## src/rtl/sample_memory_controller.sv

```systemverilog
// sample_memory_controller: sequences the sample RAM between record and playback paths.
// Define LOOP_PLAYBACK_EN to make playback restart from word 0 until stopped.
module sample_memory_controller #(
    parameter int WORD_LENGTH   = 16,
    parameter int ADDRESS_WIDTH = 17,
    parameter int MEMORY_DEPTH  = 131072
) (
    input  logic                     clock_i,
    input  logic                     reset_i,
    input  logic                     record_i,
    input  logic                     play_i,
    input  logic                     stop_i,
    input  logic                     deserializer_done_i,
    input  logic [WORD_LENGTH-1:0]   sample_i,
    input  logic                     serializer_done_i,
    output logic                     serializer_load_o,
    output logic [WORD_LENGTH-1:0]   serializer_data_o,
    output logic [ADDRESS_WIDTH-1:0] memory_address_o,
    output logic                     memory_write_enable_o,
    output logic [WORD_LENGTH-1:0]   memory_write_data_o,
    input  logic [WORD_LENGTH-1:0]   memory_read_data_i,
    output logic [ADDRESS_WIDTH:0]   recorded_length_o,
    output logic [1:0]               mode_o
);
    typedef enum logic [2:0] {IDLE, REC_WAIT, REC_WRITE, PLAY_ADDR, PLAY_READ, PLAY_LOAD, PLAY_WAIT} state_t;
    localparam logic [ADDRESS_WIDTH:0] DEPTH = (ADDRESS_WIDTH+1)'(MEMORY_DEPTH);
    state_t state, state_next;
    logic [ADDRESS_WIDTH:0] pointer, pointer_next, pointer_inc, length_next;
    logic stop_pending, stop_pending_next;
    logic playing;
    assign pointer_inc = pointer + (ADDRESS_WIDTH+1)'(1);
    assign memory_address_o = pointer[ADDRESS_WIDTH-1:0];
    assign playing = state inside {PLAY_ADDR, PLAY_READ, PLAY_LOAD, PLAY_WAIT};
    always_comb begin
        state_next = state;
        pointer_next = pointer;
        length_next = recorded_length_o;
        stop_pending_next = stop_pending;
        case (state)
            IDLE:
                if (record_i) begin
                    pointer_next = '0;
                    length_next = '0;
                    stop_pending_next = 1'b0;
                    state_next = REC_WAIT;
                end else if (play_i && recorded_length_o != '0) begin
                    pointer_next = '0;
                    state_next = PLAY_ADDR;
                end
            REC_WAIT:
                if (deserializer_done_i) begin
                    stop_pending_next = stop_i;
                    state_next = REC_WRITE;
                end else if (stop_i) begin
                    length_next = pointer;
                    state_next = IDLE;
                end
            REC_WRITE: begin
                pointer_next = pointer_inc;
                if (pointer_inc == DEPTH || stop_pending || stop_i) begin
                    length_next = pointer_inc;
                    state_next = IDLE;
                end else
                    state_next = REC_WAIT;
            end
            PLAY_ADDR: state_next = PLAY_READ;
            PLAY_READ: state_next = PLAY_LOAD;
            PLAY_LOAD: state_next = PLAY_WAIT;
            PLAY_WAIT:
                if (serializer_done_i) begin
                    pointer_next = pointer_inc == recorded_length_o ? '0 : pointer_inc;
`ifdef LOOP_PLAYBACK_EN
                    state_next = PLAY_ADDR;
`else
                    state_next = pointer_inc == recorded_length_o ? IDLE : PLAY_ADDR;
`endif
                end
            default: state_next = IDLE;
        endcase
        // a stop during playback pre-empts any load that was about to be issued
        if (playing && stop_i) state_next = IDLE;
    end
    always_ff @(posedge clock_i or negedge reset_i) begin
        if (!reset_i) begin
            state <= IDLE;
            pointer <= '0;
            recorded_length_o <= '0;
            stop_pending <= 1'b0;
            memory_write_enable_o <= 1'b0;
            memory_write_data_o <= '0;
            serializer_load_o <= 1'b0;
            serializer_data_o <= '0;
            mode_o <= 2'd0;
        end else begin
            state <= state_next;
            pointer <= pointer_next;
            recorded_length_o <= length_next;
            stop_pending <= stop_pending_next;
            memory_write_enable_o <= state_next == REC_WRITE;
            if (state == REC_WAIT && deserializer_done_i) memory_write_data_o <= sample_i;
            serializer_load_o <= state_next == PLAY_LOAD;
            if (state_next == PLAY_LOAD) serializer_data_o <= memory_read_data_i;
            mode_o <= state_next inside {REC_WAIT, REC_WRITE} ? 2'd1 :
                      state_next inside {PLAY_ADDR, PLAY_READ, PLAY_LOAD, PLAY_WAIT} ? 2'd2 : 2'd0;
        end
    end
endmodule

```

## config.mk

```make
export PLATFORM = sky130hd
export DESIGN_NAME = sample_memory_controller
export DESIGN_NICKNAME = d
export VERILOG_FILES = /design/src/rtl/sample_memory_controller.sv
export SDC_FILE = /design/constraint.sdc
export NUM_CORES = 1
export LEC_CHECK = 0
export CAP_MARGIN = 10
export CORE_ASPECT_RATIO = 1.4
export CORE_MARGIN = 2
export CORE_UTILIZATION = 50
export CTS_CLUSTER_SIZE = 28
export DETAILED_ROUTE_END_ITERATION = 6
export GPL_TIMING_DRIVEN = 0
export MAX_ROUTING_LAYER = met4
export PLACE_DENSITY_LB_ADDON = 0.3
export SYNTH_ARGS = -nofsm -noshare
export SYNTH_HDL_FRONTEND = slang
export SYNTH_SLANG_ARGS = --single-unit
```

## constraint.sdc

```tcl
create_clock -name clock_i -period 4.2 [get_ports clock_i]
set_clock_uncertainty 0.2 [all_clocks]
set_input_delay 0.84 -clock clock_i [delete_from_list [all_inputs] [get_ports clock_i]]
set_output_delay 0.84 -clock clock_i [all_outputs]
set_load 0.1 [all_outputs]
```

### Word level (Yosys, flattened, before mapping)

Index checks and enable logic that the tools add are counted.

| word-level totals | value |
|---|---|
| word-level logic and storage cells | 71 |
| register bits after elaboration | 76 |
| input port bits | 39 |

| operators by class | value |
|---|---|
| reduce and logical (&&, ||, !) cells | 16 |
| add/sub/neg operators | 1 |
| equal/unequal tests | 21 |
| muxes and demuxes | 24 |

Operator list:

| kind | count |
|---|---|
| $mux 18 | 8 |
| $pmux 18 s3 | 2 |
| $pmux 3 s7 | 1 |
| $add 18x1->18 const B | 1 |
| $eq 18x18->1 | 1 |
| $eq 18x18->1 const B | 1 |
| $eq 3x3->1 const B | 6 |
| $mux 3 | 6 |
| $reduce_bool 18->1 | 1 |
| $eq 3x2->1 const B | 4 |
| $ne 2x2->1 const B | 6 |
| $reduce_bool 4->1 | 2 |
| $eq 3x1->1 const B | 2 |
| $mux 2 | 3 |
| $reduce_and 3->1 | 2 |
| $reduce_bool 3->1 | 2 |
| $reduce_and 5->1 | 1 |
| $reduce_bool 2->1 | 2 |
| $logic_and 1x1->1 | 3 |
| $logic_not 3->1 | 1 |
| $mux 1 | 3 |
| $ne 3x3->1 const B | 1 |
| $logic_or 1x1->1 | 2 |
| $pmux 1 s2 | 1 |

### Logic depth before layout (Yosys ltp)

Gate-level depths: netlist of the first run.

| depth | value |
|---|---|
| depth after elaboration | 11 |
| depth in mapped cells | 13 |

### Least setup slack after synthesis of the first run

Ideal clock, no wire load.

| timing | value |
|---|---|
| path kind | register to register |
| from | register recorded_length_o[0] |
| to | register serializer_data_o[0] |
| required time | 3874 ps |
| library setup time | 126 ps |
| arrival | 2946 ps |
| path buffers | 1 |
| path slack | 928 ps |
| period minus slack after synthesis | 3272 ps |
| stages on the path, launching flop included | 9 |
| cells stage by stage | dfrtp_1 -> or4_1 -> o41ai_1 -> nor4b_1 -> nor2_1 -> nand2_1 -> nor2_2 -> buf_6 -> mux2_4 |

| on the way | value |
|---|---|
| word-level cells in the longest chain between the ends | 7 |

Ends and longest elaborated chain:

| element | line | source |
|---|---|---|
| start: declaration | 22 | `output logic [ADDRESS_WIDTH:0] recorded_length_o,` |
| start signal: assignment | 97 | `recorded_length_o <= length_next;` |
| $reduce_bool 18->1 | 46 | `end else if (play_i && recorded_length_o != '0) begin` |
| $logic_and 1x1->1 | 46 |  |
| $mux 3 | 46 |  |
| $mux 3 | 41 | `if (record_i) begin` |
| $pmux 3 s7 (*) | 39 | `case (state)` |
| $mux 3 (*) | 81 | `if (playing && stop_i) state_next = IDLE;` |
| $eq 3x3->1 (*) | 102 | `if (state_next == PLAY_LOAD) serializer_data_o <= memory_read_data_i;` |
| end signal: assignment | 102 |  |
| end: declaration | 17 | `output logic [WORD_LENGTH-1:0] serializer_data_o,` |

Every way passes the cells marked *; elsewhere a longest branch is shown, timed or not.
A chain may end at the register's enable or synchronous reset.

### Worst setup path after layout of the first run

| timing | value |
|---|---|
| from | register pointer[1] |
| to | register pointer[2] |

| on the way | value |
|---|---|
| word-level cells in the longest chain between the ends | 5 |

Ends and longest elaborated chain:

| element | line | source |
|---|---|---|
| start: declaration | 28 | `logic [ADDRESS_WIDTH:0] pointer, pointer_next, pointer_inc, length_next;` |
| start signal: assignment | 96 | `pointer <= pointer_next;` |
| $add 18x1->18 (*) | 31 | `assign pointer_inc = pointer + (ADDRESS_WIDTH+1)'(1);` |
| $eq 18x18->1 | 71 | `pointer_next = pointer_inc == recorded_length_o ? '0 : pointer_inc;` |
| $mux 18 | 71 |  |
| $mux 18 | 70 | `if (serializer_done_i) begin` |
| $pmux 18 s3 (*) | 39 |  |

Every way passes the cells marked *; elsewhere a longest branch is shown, timed or not. The select of a mux whose other input is x is not followed.

==> impl_metrics.toml, run 1 <==
[status]
outcome = "finished clean"

[layout]
final_common_cell = "clkdlybuf4s50_1"
areaGrowthSynthToFinish_pct = 31.8
final_cell_mix = "108 x clkdlybuf4s50_1, 76 x dfrtp_1, 70 x nand2_1"
layout-drive-gt1-share_pct = 18.0
design_area_sq_um = 6650
layout.nets = 703
stdcell_count = 803
diodes = 0

[placement]
io_buffers = 109
post-place-cells = 787
dp_hpwl_microns = 11800
place_area_sq_um = 6330
gp_congestion = 0.954

[setup_path]
r2r_end = "pointer[2]$_DFFE_PN0P_"
reg2reg_from = "pointer[1]$_DFFE_PN0P_"
ff2ff_setup_slack_ps = 320
criticalPathCategory = "reg2reg"
rr_worst_depth = 11
cp_data_arrival_time_ps = 3890
crit_path_max_fanout = 10
cp-start-kind = "flip-flop"
crit_path_end_kind = "flip-flop"
cp_data_required_time_ps = 4210

[drt]
drt_iter0_drc = 315
routed_wl_microns = 15900
drc = 0
dr_total_vias = 4784
wl_per_cell_microns = 19.8
ant_nets = 0
firstDrtPassIters = 5
vias_per_cell = 5.96

[floorplanning]
die_w_microns = 88.9
start_util_pct = 51.3
die_area_sq_um = 10900
core_area_sq_um = 9850
dieHeight_microns = 123
rows = 43
num_io_pins = 110

[worst_hold_path]
holdCritPathClass = "in2async"

[timing]
rsz0062_at_grt = "no"
fin_crit_sh_pct = 92.5
setup_viol = 0
hold_viol = 0
period_minus_slack_ps = 3880
max_slew_margin_pct = 32.8
final_max_slew_viol_count = 0
tightest_slew_ps = 1010
max_clock_freq_ghz = 0.257

[synth]
yosysUniqueCellTypes = 71
synth_area_leaders = "dfrtp_1 38%, nand2_1 5.2%, mux2_2 3.6%"
synth_edf_count = 0
avgSynthCellArea_sq_um = 9.31
synth_cells = 542
synth_flop_cell = "dfrtp_1"
yosys_register_bits = 76
yosysTopAreaCell = "dfrtp_1"
yosys_warnings = 0
ys_async_sr_fraction_pct = 100
synth_top_area_share_pct = 37.7
syn_area_sq_um = 5050
syn_nets = 582
ys_seq_area_share_pct = 37.7

[clock_tree]
h-tree-depth = 3
cts-buffers-inserted = 9
clk_pin_slew_ps = 60
cts_tree = "built"
worstSkewPairLatency_ps = 340
clockRootBuffer = "clkbuf_16"
cts.sinks = 76
ctsHoldBuffers = 0
clk_path_buf_depth = 2

[grt]
grt_pass1_vias = 4834
grt-ovfl-total = 0
grt_pass1_wl_microns = 24800
grt_max_degree = 54
antenna_found_initial = 0
track_usage_pct = 31.1

[power]
total_power_uw = 4750
total_leakage_power_uw = 0.00281
peakVddDrop_mv = 0.876
power_density_nw_per_um2 = 714

[run]
maxCapViolCount = 0
flip-flops by register name, summed over array words and instances (netlist names):
signal                 count
memory_write_data_o       16
memory_write_enable_o      1
mode_o                     2
pointer                   18
recorded_length_o         18
serializer_data_o         16
serializer_load_o          1
state                      3
stop_pending               1
where the power goes:
| part | internal, uW | switching [uW] | leakage (uW) | total [uW] |
|---|---|---|---|---|
| Combinational | 754 | 2110 | 0.00167 | 2860 |
| Clock | 498 | 327 | 0.000150 | 825 |
| Sequential | 931 | 127 | 0.000992 | 1060 |
what timing repair did:
item                                   in CTS  in global routing
setup buffers                               0                  0
gates resized for setup                     0                  1
endpoints found under the hold margin       0                  0
setup endpoints to repair                   0                 13
per-stage QoR:
stage | utilization [%] | hold WS (ps) | setup TNS (ps) | setup slack [ps]
after floorplan | - | 289 | 0 | 928
after global placement | 64.1 | 268 | -45380 | -604
after detailed placement | 64.3 | 274 | 0 | 274
after CTS | 67.5 | 206 | 0 | 236
after global routing | 67.5 | 222 | 0 | 75.6
final | 67.5 | 197 | 0 | 316
worst max path at each step:
stage	cells past startpoint	slack [ps]	endpoint	start
floorplan	8	930	serializer_data_o[0]$_DFFE_PN0P_	recorded_length_o[0]$_DFFE_PN0P_
global placement	1	-600	serializer_data_o[11]$_DFFE_PN0P_	reset_i
detailed placement	11	270	pointer[15]$_DFFE_PN0P_	pointer[1]$_DFFE_PN0P_
CTS	11	240	pointer[17]$_DFFE_PN0P_	pointer[1]$_DFFE_PN0P_
global route	11	80	pointer[17]$_DFFE_PN0P_	pointer[1]$_DFFE_PN0P_
finish	11	320	pointer[2]$_DFFE_PN0P_	pointer[1]$_DFFE_PN0P_
layout make-up:
class / count / area, sq um
inverters: 10 / 37.5
fillers: 795 / 3200
well taps: 135 / 169
flip-flops and latches: 76 / 1900
clock inverters: 4 / 55.1
repair buffers: 110 / 1120
multi-input cells: 393 / 2720
clock buffers: 12 / 256
plain buffers: 63 / 398
metal layers:
layer / routed length [microns] / global-route usage [%]
met2: 8130 / 51.7
met5: 0 / -
met1: 6010 / 35.0
met3: 1050 / 5.72
met4: 685 / 16.7
cells in the mapped netlist, drive strengths merged (3+ instances only):
cell type,instances
nor4,11
a31oi,4
clkbuf,24
xnor2,16
a21oi,21
a22oi,5
nor2b,9
xor2,10
nand3,16
o2111ai,3
and3,7
nor2,36
inv,10
o211ai,11
a211o,3
o31a,3
o221ai,11
o21ai,44
buf,39
dfrtp,76
nand4,12
and4,4
and2,4
nor3,25
nor4b,3
or4,3
mux2,35
nand2,70
kinds of logic after synthesis:
group	Yosys count	synth area share (%)
simple gates	211	22.7
compound gates	119	17.5
flops	76	37.7
buf+inv	73	8.63
mux	36	8.83
xor+xnor	26	4.51
fa+ha+maj	1	0.248
critical path, cell delays in order (launching register included):
cell and delay (ps):
dfrtp_1 510, ha_1 200, clkbuf_1 350, nand3_1 420, nor2_1 460, and4b_1 240
or3_1 150, o221ai_1 210, o41a_1 430, buf_6 160, o21ai_2 300, o211ai_1 130
(Power assumes the default switching activity.)
==> run 2: changes to the inputs <==
--- a/config.mk
+++ b/config.mk
@@ -12,7 +12,7 @@
 export CTS_CLUSTER_SIZE = 28
 export DETAILED_ROUTE_END_ITERATION = 6
 export GPL_TIMING_DRIVEN = 0
-export MAX_ROUTING_LAYER = met4
+export HOLD_SLACK_MARGIN = 0.12
 export PLACE_DENSITY_LB_ADDON = 0.3
 export SYNTH_ARGS = -nofsm -noshare
 export SYNTH_HDL_FRONTEND = slang
==> run 2 against run 1 <==
Via count decreased by 0.17%. Maximum frequency decreased by 3.2%. Design area decreased by 0.28%. Worst hold slack improved by 12 ps. Clock-buffer cell count decreased by 2. Non-clock buffer count unchanged. Clock power decreased by 2.9%. Setup slack got worse by 130 ps. Global-route usage decreased by 1.9 points. Sequential power about the same.
==> impl_metrics.toml, run 2 (synthesis gave the netlist of run 1 again) <==
[status]
outcome = "finished clean"

[layout]
final_common_cell = "clkdlybuf4s50_1"
stdcell_count = 802
diodes = 0
layout-drive-gt1-share_pct = 17.8
layout.nets = 703
fillers = 804
areaGrowthSynthToFinish_pct = 31.4
reg_top3 = "pointer: 18 flops, recorded_length_o: 18 flops"
final_cell_mix = "108 x clkdlybuf4s50_1, 76 x dfrtp_1, 70 x nand2_1"
design_area_sq_um = 6630

[setup_path]
ff2ff_setup_slack_ps = 190
crit_path_max_fanout = 10
crit_path_end_kind = "flip-flop"
crit_end = "pointer[15]$_DFFE_PN0P_"
cp-start-kind = "flip-flop"
cp_data_arrival_time_ps = 4020
rr_worst_depth = 11
worst_path_largest_cell_delay_ps = 740
critPathLaunch = "pointer[1]$_DFFE_PN0P_"
criticalPathCategory = "reg2reg"
r2r_end = "pointer[15]$_DFFE_PN0P_"
cpMaxStageDelayCell = "nor4_1"
crit_chain = "ha_1 > clkbuf_1 > nand4_2 > nor4_1 > xnor2_1 > nand4_1 > a211o_1 > o41a_1 > buf_6 > o21ai_2 > o211ai_1"
cp_data_required_time_ps = 4210
reg2reg_from = "pointer[1]$_DFFE_PN0P_"

[drt]
routed_wl_microns = 15700
wl_per_cell_microns = 19.6
dr_total_vias = 4776
drc = 0
firstDrtPassIters = 5
vias_per_cell = 5.96
ant_nets = 0
drt_iter0_drc = 412

[grt]
grt_pass1_wl_microns = 24300
grt-ovfl-total = 0
grt_pass1_vias = 4695
grt_max_degree = 52
track_usage_pct = 29.3
antenna_found_initial = 0

[placement]
io_buffers = 109
place_area_sq_um = 6330
gp_congestion = 0.943
post-place-cells = 787
dp_hpwl_microns = 11500

[clock_tree]
cts_tree = "built"
h-tree-depth = 3
clk_pin_slew_ps = 70
clockRootBuffer = "clkbuf_16"
clk_path_buf_depth = 2
worstSkewPairLatency_ps = 340
ctsResizeCount = 0
ctsHoldBuffers = 0
cts-buffers-inserted = 9
cts_setup_buffers = 0
cts.sinks = 76

[timing]
hold_viol = 0
max_slew_margin_pct = 32.9
period_minus_slack_ps = 4010
final_max_slew_viol_count = 0
rsz0062_at_grt = "no"
setup_viol = 0
max_clock_freq_ghz = 0.249
hold_ws_ps = 208
tightest_slew_ps = 1000
fin_crit_sh_pct = 95.5

[floorplanning]
die_w_microns = 88.9
rows = 43
num_io_pins = 110
start_util_pct = 51.3
dieHeight_microns = 123
core_area_sq_um = 9850
die_area_sq_um = 10900

[worst_hold_path]
holdCritPathClass = "in2async"

[run]
maxCapViolCount = 0

[power]
peakVddDrop_mv = 0.708
power_density_nw_per_um2 = 711
total_leakage_power_uw = 0.00280
-- run 2: cell count changes in the layout (fill, tap and decap cells not counted), sizes merged --
cell,previous run,this run
clkbuf,36,34
clkinv,0,2
inv,12,11
-- run 2: report_power, final --
part,internal [uW],switching [uW],leakage [uW]
Clock,476,326,0.000145
Combinational,754,2110,0.00167
Sequential,931,122,0.000992
-- run 2: worst min-delay path by stage --
| stage | startpoint | end | cells after the start |
|---|---|---|---|
| after floorplan | stop_pending$_DFFE_PN0P_ | stop_pending$_DFFE_PN0P_ | 1 |
| after global placement | serializer_data_o[10]$_DFFE_PN0P_ | serializer_data_o[10]$_DFFE_PN0P_ | 1 |
| after detailed placement | serializer_data_o[4]$_DFFE_PN0P_ | serializer_data_o[4]$_DFFE_PN0P_ | 1 |
| after CTS | reset_i | recorded_length_o[8]$_DFFE_PN0P_ | 1 |
| after global routing | reset_i | recorded_length_o[8]$_DFFE_PN0P_ | 1 |
| final | reset_i | pointer[4]$_DFFE_PN0P_ | 1 |
-- run 2: area by class of cell --
| type | instances | area, sq um | share of cell area [%] |
|---|---|---|---|
| Buffer | 63 | 398 | 6.00 |
| Clock buffer | 10 | 239 | 3.60 |
| Clock inverter | 5 | 60.1 | 0.906 |
| Inverter | 10 | 37.5 | 0.566 |
| Multi-Input combinational cell | 393 | 2710 | 40.9 |
| Sequential cell | 76 | 1900 | 28.7 |
| Tap cell | 135 | 169 | 2.55 |
| Timing Repair Buffer | 110 | 1120 | 16.8 |
-- run 2: metrics by stage --
stage	setup TNS (ps)	worst slack [ps]	util, %	total power (uW)
finish	0	187	67.4	4710
global route	0	60.0	67.4	4870
CTS	0	270	67.4	4710
detailed placement	0	312	64.3	3900
global placement	-43360	-579	64.1	3860
floorplan	0	928	-	3180
-- run 2: worst max-delay path: cells and delay by family, from the launching register on --
| kind | cells | cell delay [ps] |
|---|---|---|
| compound gates | 4 | 1070 |
| xor+xnor | 1 | 250 |
| fa+ha+maj | 1 | 200 |
| buf+inv | 2 | 490 |
| flops | 1 | 510 |
| simple gates | 3 | 1150 |
-- run 2: layer usage --
| metal | global-route usage [%] | vias to the layer above | share of wire [%] |
|---|---|---|---|
| li1 | - | 2175 | - |
| met1 | 34.6 | 2249 | 37 |
| met2 | 49.1 | 284 | 50 |
| met3 | 6.46 | 68 | 7.8 |
| met4 | 14.9 | 0 | 4.7 |
| met5 | 0 | - | 0 |
==> run 3: changes to the inputs <==
--- a/config.mk
+++ b/config.mk
@@ -8,7 +8,7 @@
 export CAP_MARGIN = 10
 export CORE_ASPECT_RATIO = 1.4
 export CORE_MARGIN = 2
-export CORE_UTILIZATION = 50
+export CORE_UTILIZATION = 45
 export CTS_CLUSTER_SIZE = 28
 export DETAILED_ROUTE_END_ITERATION = 6
 export GPL_TIMING_DRIVEN = 0
==> run 3 against run 2 <==
Clock power increased by 6.2%. Combinational power hardly changed. Flip-flop and latch count is the same. Power rose by 1.1%. Sequential share of layout area shrank 0.14 points.
==> impl_metrics.toml, run 3 (synthesis gave the netlist of run 1 again) <==
[status]
outcome = "finished clean"

[setup_path]
reg2reg_from = "pointer[1]$_DFFE_PN0P_"
cp_top_family = "simple AND/OR/NAND/NOR gates"
cp_data_arrival_time_ps = 4040
cpMaxStageDelayCell = "nor4_1"
criticalPathCategory = "reg2reg"
rr_worst_depth = 11
cp_data_required_time_ps = 4210
crit_path_end_kind = "flip-flop"
cp.buffers_inverters = 2
ff2ff_setup_slack_ps = 170
worst_path_largest_cell_delay_ps = 760
r2r_end = "pointer[17]$_DFFE_PN0P_"
crit_path_max_fanout = 10
crit_chain = "ha_1 > clkbuf_1 > nand4_2 > nor4_1 > xnor2_1 > nand4_1 > a211o_1 > o41a_1 > buf_6 > o21ai_2 > o21ai_1"
cp-start-kind = "flip-flop"

[clock_tree]
cts-buffers-inserted = 9
cts_tree = "built"
clk_path_buf_depth = 2
h-tree-depth = 3
ctsHoldBuffers = 0
ctsResizeCount = 0
cts.sinks = 76
cts_setup_buffers = 0
worstSkewPairLatency_ps = 340
clockRootBuffer = "clkbuf_16"
clk_pin_slew_ps = 60

[power]
power_density_nw_per_um2 = 715
total_leakage_power_uw = 0.00282
peakVddDrop_mv = 0.757

[placement]
place_area_sq_um = 6340
gp_congestion = 0.940
dpl_worst_slack_ps = 317
dp_hpwl_microns = 11500
post-place-cells = 793
io_buffers = 109

[layout]
final_common_cell = "clkdlybuf4s50_1"
areaGrowthSynthToFinish_pct = 32.0
final_cell_mix = "108 x clkdlybuf4s50_1, 76 x dfrtp_1, 70 x nand2_1"
layout-drive-gt1-share_pct = 17.8
layout.nets = 703
reg_top3 = "pointer: 18 flops, recorded_length_o: 18 flops"
diodes = 0
stdcell_count = 809
design_area_sq_um = 6660

[floorplanning]
die_w_microns = 93.5
die_area_sq_um = 12100
core_area_sq_um = 10900
dieHeight_microns = 129
rows = 45
num_io_pins = 110
start_util_pct = 46.4

[drt]
vias_per_cell = 5.84
dr_total_vias = 4727
wl_per_cell_microns = 19.1
drc = 0
ant_nets = 0
drt_iter0_drc = 322
routed_wl_microns = 15500
firstDrtPassIters = 5

[timing]
max_slew_margin_pct = 33.5
period_minus_slack_ps = 4030
final_max_slew_viol_count = 0
setup_viol = 0
tightest_slew_ps = 995
fin_crit_sh_pct = 96.0
rsz0062_at_grt = "no"
finalWorstSetupSlack_ps = 170
hold_viol = 0
max_clock_freq_ghz = 0.248

[worst_hold_path]
holdCritPathClass = "in2async"

[grt]
antenna_found_initial = 0
grt-ovfl-total = 0
grt_pass1_wl_microns = 24600
grt_max_degree = 49
grt_pass1_vias = 4665
track_usage_pct = 26.5

[run]
maxCapViolCount = 0
==> run 3: per-layer routing <==
metal	vias to the layer above	track usage, %	wire [microns]
li1	2178	-	-
met5	-	0	0
met2	243	44.1	7530
met4	0	16.0	872
met1	2248	30.9	5880
met3	58	5.99	1180
==> run 3: area by class of cell <==
cell class / instances / area, sq um
flip-flops and latches: 76 / 1900
repair buffers: 110 / 1120
clock buffers: 10 / 229
fillers: 932 / 4200
plain buffers: 63 / 398
inverters: 10 / 37.5
clock inverters: 6 / 95.1
multi-input cells: 393 / 2710
well taps: 141 / 176
==> run 3: how the worst max path moves through the flow <==
| stage | slack [ps] | from | end | cells past startpoint |
|---|---|---|---|---|
| after global placement | -610 | reset_i | serializer_data_o[2]$_DFFE_PN0P_ | 1 |
| after CTS | 280 | pointer[1]$_DFFE_PN0P_ | pointer[15]$_DFFE_PN0P_ | 11 |
| after global routing | 70 | pointer[1]$_DFFE_PN0P_ | pointer[13]$_DFFE_PN0P_ | 12 |
| final | 170 | pointer[1]$_DFFE_PN0P_ | pointer[17]$_DFFE_PN0P_ | 11 |
| after detailed placement | 320 | pointer[1]$_DFFE_PN0P_ | pointer[17]$_DFFE_PN0P_ | 11 |
| after floorplan | 930 | recorded_length_o[0]$_DFFE_PN0P_ | serializer_data_o[0]$_DFFE_PN0P_ | 8 |
==> run 3: where the power goes <==
part	total [uW]	switching (uW)	internal [uW]
clock	851	324	527
combinational	2860	2100	754
sequential	1060	127	931
==> run 3: worst register-to-register path, delay by kind of cell, from the launching register on <==
family	cells	cell delay, ps
fa+ha+maj	1	210
flops	1	510
buf+inv	2	490
compound gates	4	1100
simple gates	3	1170
xor+xnor	1	240
==> run 3: stage by stage <==
stage | hold WS [ps] | power [uW] | utilization [%] | setup TNS [ps]
after CTS | 240 | 4770 | 61.3 | 0
after floorplan | 289 | 3180 | - | 0
after global routing | 260 | 4930 | 61.3 | 0
after detailed placement | 276 | 3910 | 58.3 | 0
final | 223 | 4770 | 61.3 | 0
after global placement | 268 | 3880 | 58.1 | -46000
